File: src/rtl/msg_sender_pkg.sv
`default_nettype none
// ------------------------------------------------------------------
// msg_sender_pkg : shared types and constants for the message sender
// Rev 1.0
// ------------------------------------------------------------------
package msg_sender_pkg;

  localparam int BYTE_W          = 8;
  localparam int DEFAULT_MSG_LEN = 10;

  // byte0 sits in the LSBs, so the string reads back-to-front on the wire
  localparam logic [DEFAULT_MSG_LEN*BYTE_W-1:0] DEFAULT_ID_MSG = "3101123202";

  typedef enum logic [1:0] {
    ST_IDLE = 2'd0,
    ST_SEND = 2'd1,
    ST_GAP  = 2'd2
  } state_t;

  function automatic int idx_width(input int count);
    int w;
    w = $clog2(count + 1);
    return (w < 1) ? 1 : w;
  endfunction

endpackage
`default_nettype wire

File: src/rtl/uart_msg_sender_if.sv
`default_nettype none
// ------------------------------------------------------------------
// uart_msg_sender_if : byte valid/ready handshake towards the UART TX
// Rev 1.0
// ------------------------------------------------------------------
interface uart_msg_sender_if;
  import msg_sender_pkg::*;

  logic              tx_valid;
  logic              tx_ready;
  logic [BYTE_W-1:0] tx_data;

  modport master (
    output tx_valid,
    output tx_data,
    input  tx_ready
  );

  modport slave (
    input  tx_valid,
    input  tx_data,
    output tx_ready
  );

endinterface
`default_nettype wire

File: src/rtl/msg_rom.sv
`default_nettype none
// ------------------------------------------------------------------
// msg_rom : parameter-initialised message ROM, combinational read
// Rev 1.0
// ------------------------------------------------------------------
module msg_rom
  import msg_sender_pkg::*;
#(
  parameter int                         MSG_LEN = DEFAULT_MSG_LEN,
  parameter logic [MSG_LEN*BYTE_W-1:0]  MSG     = DEFAULT_ID_MSG,
  parameter int                         IDX_W   = idx_width(MSG_LEN)
) (
  input  logic [IDX_W-1:0]  addr_i,
  output logic [BYTE_W-1:0] byte_o
);

  // Addresses past the message read as zero
  always_comb begin
    byte_o = '0;
    for (int i = 0; i < MSG_LEN; i++) begin
      if (addr_i == IDX_W'(i)) begin
        byte_o = MSG[i*BYTE_W +: BYTE_W];
      end
    end
  end

endmodule
`default_nettype wire

File: src/rtl/uart_msg_sender.sv
`default_nettype none
// ------------------------------------------------------------------
// uart_msg_sender : streams a ROM message into the UART TX handshake
// Rev 1.0
// ------------------------------------------------------------------
module uart_msg_sender
  import msg_sender_pkg::*;
#(
  parameter int                         MSG_LEN    = DEFAULT_MSG_LEN,
  parameter logic [MSG_LEN*BYTE_W-1:0]  MSG        = DEFAULT_ID_MSG,
  parameter int                         GAP_CYCLES = 0,
  parameter int                         IDX_W      = idx_width(MSG_LEN)
) (
  input  logic                clk,
  input  logic                rst,
  input  logic                start_i,
  input  logic                abort_i,
  input  logic                repeat_i,
  input  logic [IDX_W-1:0]    len_i,
  uart_msg_sender_if.master   tx,
  output logic                busy_o,
  output logic [IDX_W-1:0]    idx_o,
  output logic                done_o,
  output logic                aborted_o
);

  localparam int               GAP_W      = idx_width(GAP_CYCLES);
  localparam bit               C_HAS_GAP  = (GAP_CYCLES > 0);
  localparam logic [IDX_W-1:0] C_MSG_LEN  = IDX_W'(MSG_LEN);
  localparam logic [GAP_W-1:0] C_GAP_LAST = GAP_W'((GAP_CYCLES > 0) ? GAP_CYCLES - 1 : 0);

  state_t            state_q;
  logic [IDX_W-1:0]  idx_q;
  logic [IDX_W-1:0]  len_q;
  logic [GAP_W-1:0]  gap_q;
  logic              abort_q;
  logic              tx_valid_q;
  logic [BYTE_W-1:0] tx_data_q;
  logic              busy_q;
  logic              done_q;
  logic              aborted_q;

  logic [IDX_W-1:0]  eff_len_d;
  logic [IDX_W-1:0]  idx_inc_d;
  logic [IDX_W-1:0]  rom_addr_d;
  logic [BYTE_W-1:0] rom_byte_d;
  logic              accept_d;
  logic              last_d;
  logic              abort_now_d;

  msg_rom #(
    .MSG_LEN (MSG_LEN),
    .MSG     (MSG),
    .IDX_W   (IDX_W)
  ) u_rom (
    .addr_i  (rom_addr_d),
    .byte_o  (rom_byte_d)
  );

  // The ROM is addressed with the index the data register will hold next
  always_comb begin
    eff_len_d = len_i;
    if ((len_i == '0) || (len_i > C_MSG_LEN)) begin
      eff_len_d = C_MSG_LEN;
    end
    accept_d    = tx_valid_q & tx.tx_ready;
    last_d      = (idx_q == (len_q - 1'b1));
    abort_now_d = abort_q | abort_i;
    idx_inc_d   = idx_q + 1'b1;
    rom_addr_d  = '0;
    case (state_q)
      ST_SEND: rom_addr_d = last_d ? '0 : idx_inc_d;
      ST_GAP:  rom_addr_d = idx_q;
      default: rom_addr_d = '0;
    endcase
  end

  always_ff @(posedge clk) begin
    if (rst) begin
      state_q    <= ST_IDLE;
      idx_q      <= '0;
      len_q      <= '0;
      gap_q      <= '0;
      abort_q    <= 1'b0;
      tx_valid_q <= 1'b0;
      tx_data_q  <= '0;
      busy_q     <= 1'b0;
      done_q     <= 1'b0;
      aborted_q  <= 1'b0;
    end else begin
      done_q    <= 1'b0;
      aborted_q <= 1'b0;
      case (state_q)
        ST_IDLE: begin
          if (start_i) begin
            len_q      <= eff_len_d;
            idx_q      <= '0;
            gap_q      <= '0;
            abort_q    <= 1'b0;
            tx_valid_q <= 1'b1;
            tx_data_q  <= rom_byte_d;
            busy_q     <= 1'b1;
            state_q    <= ST_SEND;
          end
        end

        ST_SEND: begin
          if (accept_d) begin
            if (last_d && repeat_i && !abort_now_d) begin
              done_q <= 1'b1;
              idx_q  <= '0;
              if (C_HAS_GAP) begin
                tx_valid_q <= 1'b0;
                gap_q      <= '0;
                state_q    <= ST_GAP;
              end else begin
                tx_data_q <= rom_byte_d;
              end
            end else if (last_d || abort_now_d) begin
              // A last byte always reports done, even with an abort pending
              done_q     <= last_d;
              aborted_q  <= ~last_d;
              idx_q      <= '0;
              abort_q    <= 1'b0;
              tx_valid_q <= 1'b0;
              tx_data_q  <= '0;
              busy_q     <= 1'b0;
              state_q    <= ST_IDLE;
            end else begin
              idx_q <= idx_inc_d;
              if (C_HAS_GAP) begin
                tx_valid_q <= 1'b0;
                gap_q      <= '0;
                state_q    <= ST_GAP;
              end else begin
                tx_data_q <= rom_byte_d;
              end
            end
          end else if (abort_i) begin
            abort_q <= 1'b1;
          end
        end

        ST_GAP: begin
          if (abort_now_d) begin
            aborted_q  <= 1'b1;
            idx_q      <= '0;
            gap_q      <= '0;
            abort_q    <= 1'b0;
            tx_data_q  <= '0;
            busy_q     <= 1'b0;
            state_q    <= ST_IDLE;
          end else if (gap_q == C_GAP_LAST) begin
            gap_q      <= '0;
            tx_valid_q <= 1'b1;
            tx_data_q  <= rom_byte_d;
            state_q    <= ST_SEND;
          end else begin
            gap_q <= gap_q + 1'b1;
          end
        end

        default: begin
          state_q <= ST_IDLE;
        end
      endcase
    end
  end

  assign tx.tx_valid = tx_valid_q;
  assign tx.tx_data  = tx_data_q;
  assign busy_o      = busy_q;
  assign idx_o       = idx_q;
  assign done_o      = done_q;
  assign aborted_o   = aborted_q;

endmodule
`default_nettype wire

File: src/flat_wrapper.sv
// flat-port wrapper written by rule: the top's interface ports become plain ports
module uart_msg_sender_flat import msg_sender_pkg::*;
#(
  parameter int                         MSG_LEN    = DEFAULT_MSG_LEN,
  parameter logic [MSG_LEN*BYTE_W-1:0]  MSG        = DEFAULT_ID_MSG,
  parameter int                         GAP_CYCLES = 0,
  parameter int                         IDX_W      = idx_width(MSG_LEN)
)
  (clk, rst, start_i, abort_i, repeat_i, len_i, busy_o, idx_o, done_o, aborted_o, tx_tx_valid, tx_tx_data, tx_tx_ready);
  uart_msg_sender_if tx_i ();
  input  logic clk;
  input  logic rst;
  input  logic start_i;
  input  logic abort_i;
  input  logic repeat_i;
  input  logic [IDX_W-1:0] len_i;
  output logic busy_o;
  output logic [IDX_W-1:0] idx_o;
  output logic done_o;
  output logic aborted_o;
  output wire logic [$bits(tx_i.tx_valid)-1:0] tx_tx_valid;
  output wire logic [$bits(tx_i.tx_data)-1:0] tx_tx_data;
  input wire logic [$bits(tx_i.tx_ready)-1:0] tx_tx_ready;
  assign tx_tx_valid = tx_i.tx_valid;
  assign tx_tx_data = tx_i.tx_data;
  assign tx_i.tx_ready = tx_tx_ready;
  uart_msg_sender #(.MSG_LEN(MSG_LEN), .MSG(MSG), .GAP_CYCLES(GAP_CYCLES), .IDX_W(IDX_W)) u_core (.clk(clk), .rst(rst), .start_i(start_i), .abort_i(abort_i), .repeat_i(repeat_i), .len_i(len_i), .tx(tx_i), .busy_o(busy_o), .idx_o(idx_o), .done_o(done_o), .aborted_o(aborted_o));
endmodule
File: config.mk
export PLATFORM = sky130hd
export DESIGN_NAME = uart_msg_sender_flat
export DESIGN_NICKNAME = d
export VERILOG_FILES = /design/src/rtl/msg_sender_pkg.sv /design/src/rtl/uart_msg_sender_if.sv /design/src/rtl/msg_rom.sv /design/src/rtl/uart_msg_sender.sv /design/src/flat_wrapper.sv
export SDC_FILE = /design/constraint.sdc
export NUM_CORES = 1
export LEC_CHECK = 0
export CAP_MARGIN = 15
export CORE_UTILIZATION = 50
export DETAILED_ROUTE_END_ITERATION = 6
export GPL_TIMING_DRIVEN = 0
export PLACE_DENSITY = 0.88
export SYNTH_ARGS = -nofsm -noshare
export SYNTH_HDL_FRONTEND = slang
export SYNTH_HIERARCHICAL = 1
export SYNTH_SLANG_ARGS = --single-unit
File: constraint.sdc
create_clock -name clk -period 6.58 [get_ports clk]
set_clock_uncertainty 0.2 [all_clocks]
set_input_delay 0.658 -clock clk [delete_from_list [all_inputs] [get_ports clk]]
set_output_delay 0.658 -clock clk [all_outputs]
set_load 0.03 [all_outputs]
==> impl_metrics.json <==
{
  "power.internal_w": 0.000217,
  "num_rows": 16,
  "drc": 1,
  "crit_fanout": 8,
  "clock_latency_ns": 0.31,
  "path_class": "reg -> reg",
  "p_leak_nw": 0.521,
  "r2r-end": "u_core/tx.tx_data[0]",
  "setup_ws_ns": 3.62,
  "finalCritPeriodShare_pct": 45.0,
  "ir_drop_uv": 156,
  "critPathCapture": "u_core/tx.tx_data[0]",
  "grt_pass1_wl_microns": 3660,
  "htree_levels": 1,
  "holdCritStartpoint": "u_core/tx.tx_data[6]",
  "startpoint_type": "register",
  "dr.pass1.iters": 6,
  "root_buffer": "clkbuf_4",
  "cp.arrival_ns": 2.98,
  "antenna_found_initial": 0,
  "combPwrFrac_pct": 20.2,
  "crit_chain": "inv_1 -> ha_1 -> xnor2_1 -> xnor2_1 -> or4_1 -> buf_2 -> and3_1 -> xor2_1 -> a311o_1 -> a22o_1",
  "cts_hold_buf": 0,
  "ys.flop_type": "dfxtp_1",
  "hpwl_microns": 1760,
  "rsz0062_at_grt": "no",
  "drv_slew": 0,
  "async_flop_share_pct": 0,
  "crit_cells": 10,
  "synth_edf_count": 0,
  "critPathRequiredTime_ns": 6.60,
  "place_ws_ns": 3.63,
  "die_area_sq_um": 2230,
  "die_width_microns": 47.2,
  "reg2reg_from": "u_core/len_q[0]",
  "final.min_clock_period_ns": 2.96,
  "violations": "design-rule violations",
  "final_util_pct": 70.6,
  "syn-instance-count": 117,
  "antenna_cells": 0,
  "drtIter0Drc": 22,
  "nNetsFinal": 162,
  "vias_per_cell": 5.34,
  "die_h_microns": 47.2,
  "path_clk_slew_ns": 0.12,
  "dr_total_vias": 939,
  "place_congestion": 0.812,
  "power.switching_w": 0.0000767,
  "switching_share_pct": 26.1,
  "initial_core_util_pct": 52.7,
  "port_buffers": 25,
  "grt_pass1_vias": 826,
  "synth_area_sq_um": 1020,
  "seqPwrFrac_pct": 45.0,
  "setup_violations": 0,
  "ant_nets": 0,
  "io_pins": 26,
  "grt_usage_pct": 24.2,
  "worst_path_largest_cell_delay_ns": 0.51,
  "setup_tns_ns": 0,
  "syn2layout_area_growth_pct": 34.0,
  "wl_per_cell_microns": 13.4,
  "cpMostUsedCell": "xnor2_1",
  "reg2reg_depth": 10,
  "cp-end-kind": "register",
  "holdCritPathClass": "reg -> reg",
  "max_freq_ghz": 0.338,
  "routed_wl_microns": 2350,
  "yosysUniqueCellTypes": 36,
  "status": "complete, but fails checks",
  "hold_viol": 0,
  "crit_family": "simple AND/OR/NAND/NOR gates",
  "power_density_nw_per_um2": 214,
  "clkPwrFrac_pct": 34.9,
  "tritoncts": "built",
  "max-clock-path-buffers": 2,
  "ys_ff_latch": 20,
  "whs_ns": 0.296,
  "r2r_slack_ns": 3.62,
  "post-cts-setup-buffers": 0,
  "drv_cap": 0,
  "synth-warning-count": 6,
  "drive_gt1_share_pct": 9.40,
  "grt_overflow": 0,
  "clock_sinks": 20,
  "cts_resized": 0,
  "core_sq_um": 1940,
  "numCtsBuffers": 3,
  "critPathBufInv": 2,
  "synth_seq_area_share_pct": 39.1,
  "synth_area_per_cell_sq_um": 8.75,
  "grt_max_degree": 13,
  "slowest_stage": "or4_1",
  "crit_start": "u_core/len_q[0]"
}
## worst register-to-register path, cell delays in order (launching register included)
cell	delay, ns
dfxtp_1	0.43
inv_1	0.07
ha_1	0.20
xnor2_1	0.19
xnor2_1	0.09
or4_1	0.51
buf_2	0.19
and3_1	0.25
xor2_1	0.18
a311o_1	0.36
a22o_1	0.19
## kinds of logic after synthesis
logic type | share of synthesized area, %
DFF | 39.1
buffers and inverters | 8.19
other | 0.366
adders and majority gates | 2.44
and+or+nand+nor | 20.8
AOI/OAI and AO/OA | 21.4
xor gates and xnor gates | 7.70
## worst min path at each step
stage | end | cells after the start
6_report | u_core/tx.tx_data[6] | 1
2_1_floorplan | u_core/idx_o[3] | 1
5_1_grt | u_core/tx.tx_data[3] | 1
4_1_cts | u_core/tx.tx_data[6] | 1
3_3_place_gp | u_core/tx.tx_data[6] | 1
3_5_place_dp | u_core/tx.tx_data[5] | 1
## synthesized netlist by cell type, drive strengths merged, types with 2 or more instances
library cell,n,area [sq um]
nand3,3,15.0
a21oi,3,15.0
nand3b,2,15.0
o21ai,5,25.0
nor2,14,52.6
buf,7,50.0
a32oi,2,17.5
nand2,8,30.0
ha,2,25.0
inv,6,22.5
nor2b,2,12.5
o31a,2,26.3
dfxtp,20,400
xnor2,7,61.3
xor2,2,17.5
clkbuf,3,11.3
nor3,6,35.0
a22o,8,70.1
## cells in the final DEF (no fill, tap or decap), types with 2 or more instances in the layout
| master | count |
|---|---|
| clkdlybuf4s50_1 | 25 |
| dfxtp_1 | 20 |
| nor2_1 | 14 |
| nand2_1 | 8 |
| a22o_1 | 8 |
| xnor2_1 | 7 |
| inv_1 | 6 |
| buf_4 | 6 |
| o21ai_0 | 5 |
| nor3_1 | 5 |
| conb_1 | 4 |
| clkbuf_4 | 3 |
| clkbuf_1 | 3 |
| nand3_1 | 3 |
| a21oi_1 | 3 |
| xor2_1 | 2 |
| nor2b_1 | 2 |
| nand3b_1 | 2 |
| a32oi_1 | 2 |
| ha_1 | 2 |
## flip-flops by register name, indices dropped and copies added, names as in the netlist
register / count
u_core/aborted_o: 1
u_core/idx_o: 4
u_core/done_o: 1
u_core/abort_q: 1
u_core/len_q: 4
u_core/tx.tx_data: 8
u_core/busy_o: 1
## power groups by stage
stage	Sequential [W]	Clock, W	Combinational (W)
global route	0.000133	0.000109	0.0000639
detailed placement	0.000135	0	0.0000589
global placement	0.000134	0	0.0000569
finish	0.000132	0.000102	0.0000592
floorplan	0.000143	0	0.0000278
CTS	0.000132	0.000104	0.0000590
## routing by layer
layer	GRT usage, %	vias to the layer above	share of wire, %
met1	27.8	432	42
li1	-	474	-
met4	12.0	0	1.6
met5	0	-	0
met2	41.4	29	52
met3	6.15	4	4.8
## layout make-up
| class | instances | area (sq um) |
|---|---|---|
| buffer | 10 | 61.3 |
| timing repair buffer | 25 | 250 |
| inverter | 6 | 22.5 |
| clock buffer | 3 | 22.5 |
| tap | 27 | 33.8 |
| fill | 168 | 571 |
| sequential | 20 | 400 |
| clock inverter | 1 | 30.0 |
| multi-input combinational | 84 | 551 |
## metrics by stage
| step | total power [W] | instances | area (sq um) |
|---|---|---|---|
| 6_report | 0.000294 | 176 | 1370 |
| 2_1_floorplan | 0.000171 | 120 | 1030 |
| 3_5_place_dp | 0.000194 | 172 | 1320 |
| 4_1_cts | 0.000296 | 176 | 1370 |
| 5_1_grt | 0.000306 | 176 | 1370 |
| 3_3_place_gp | 0.000191 | 172 | 1320 |
(Power assumes the default switching activity.)
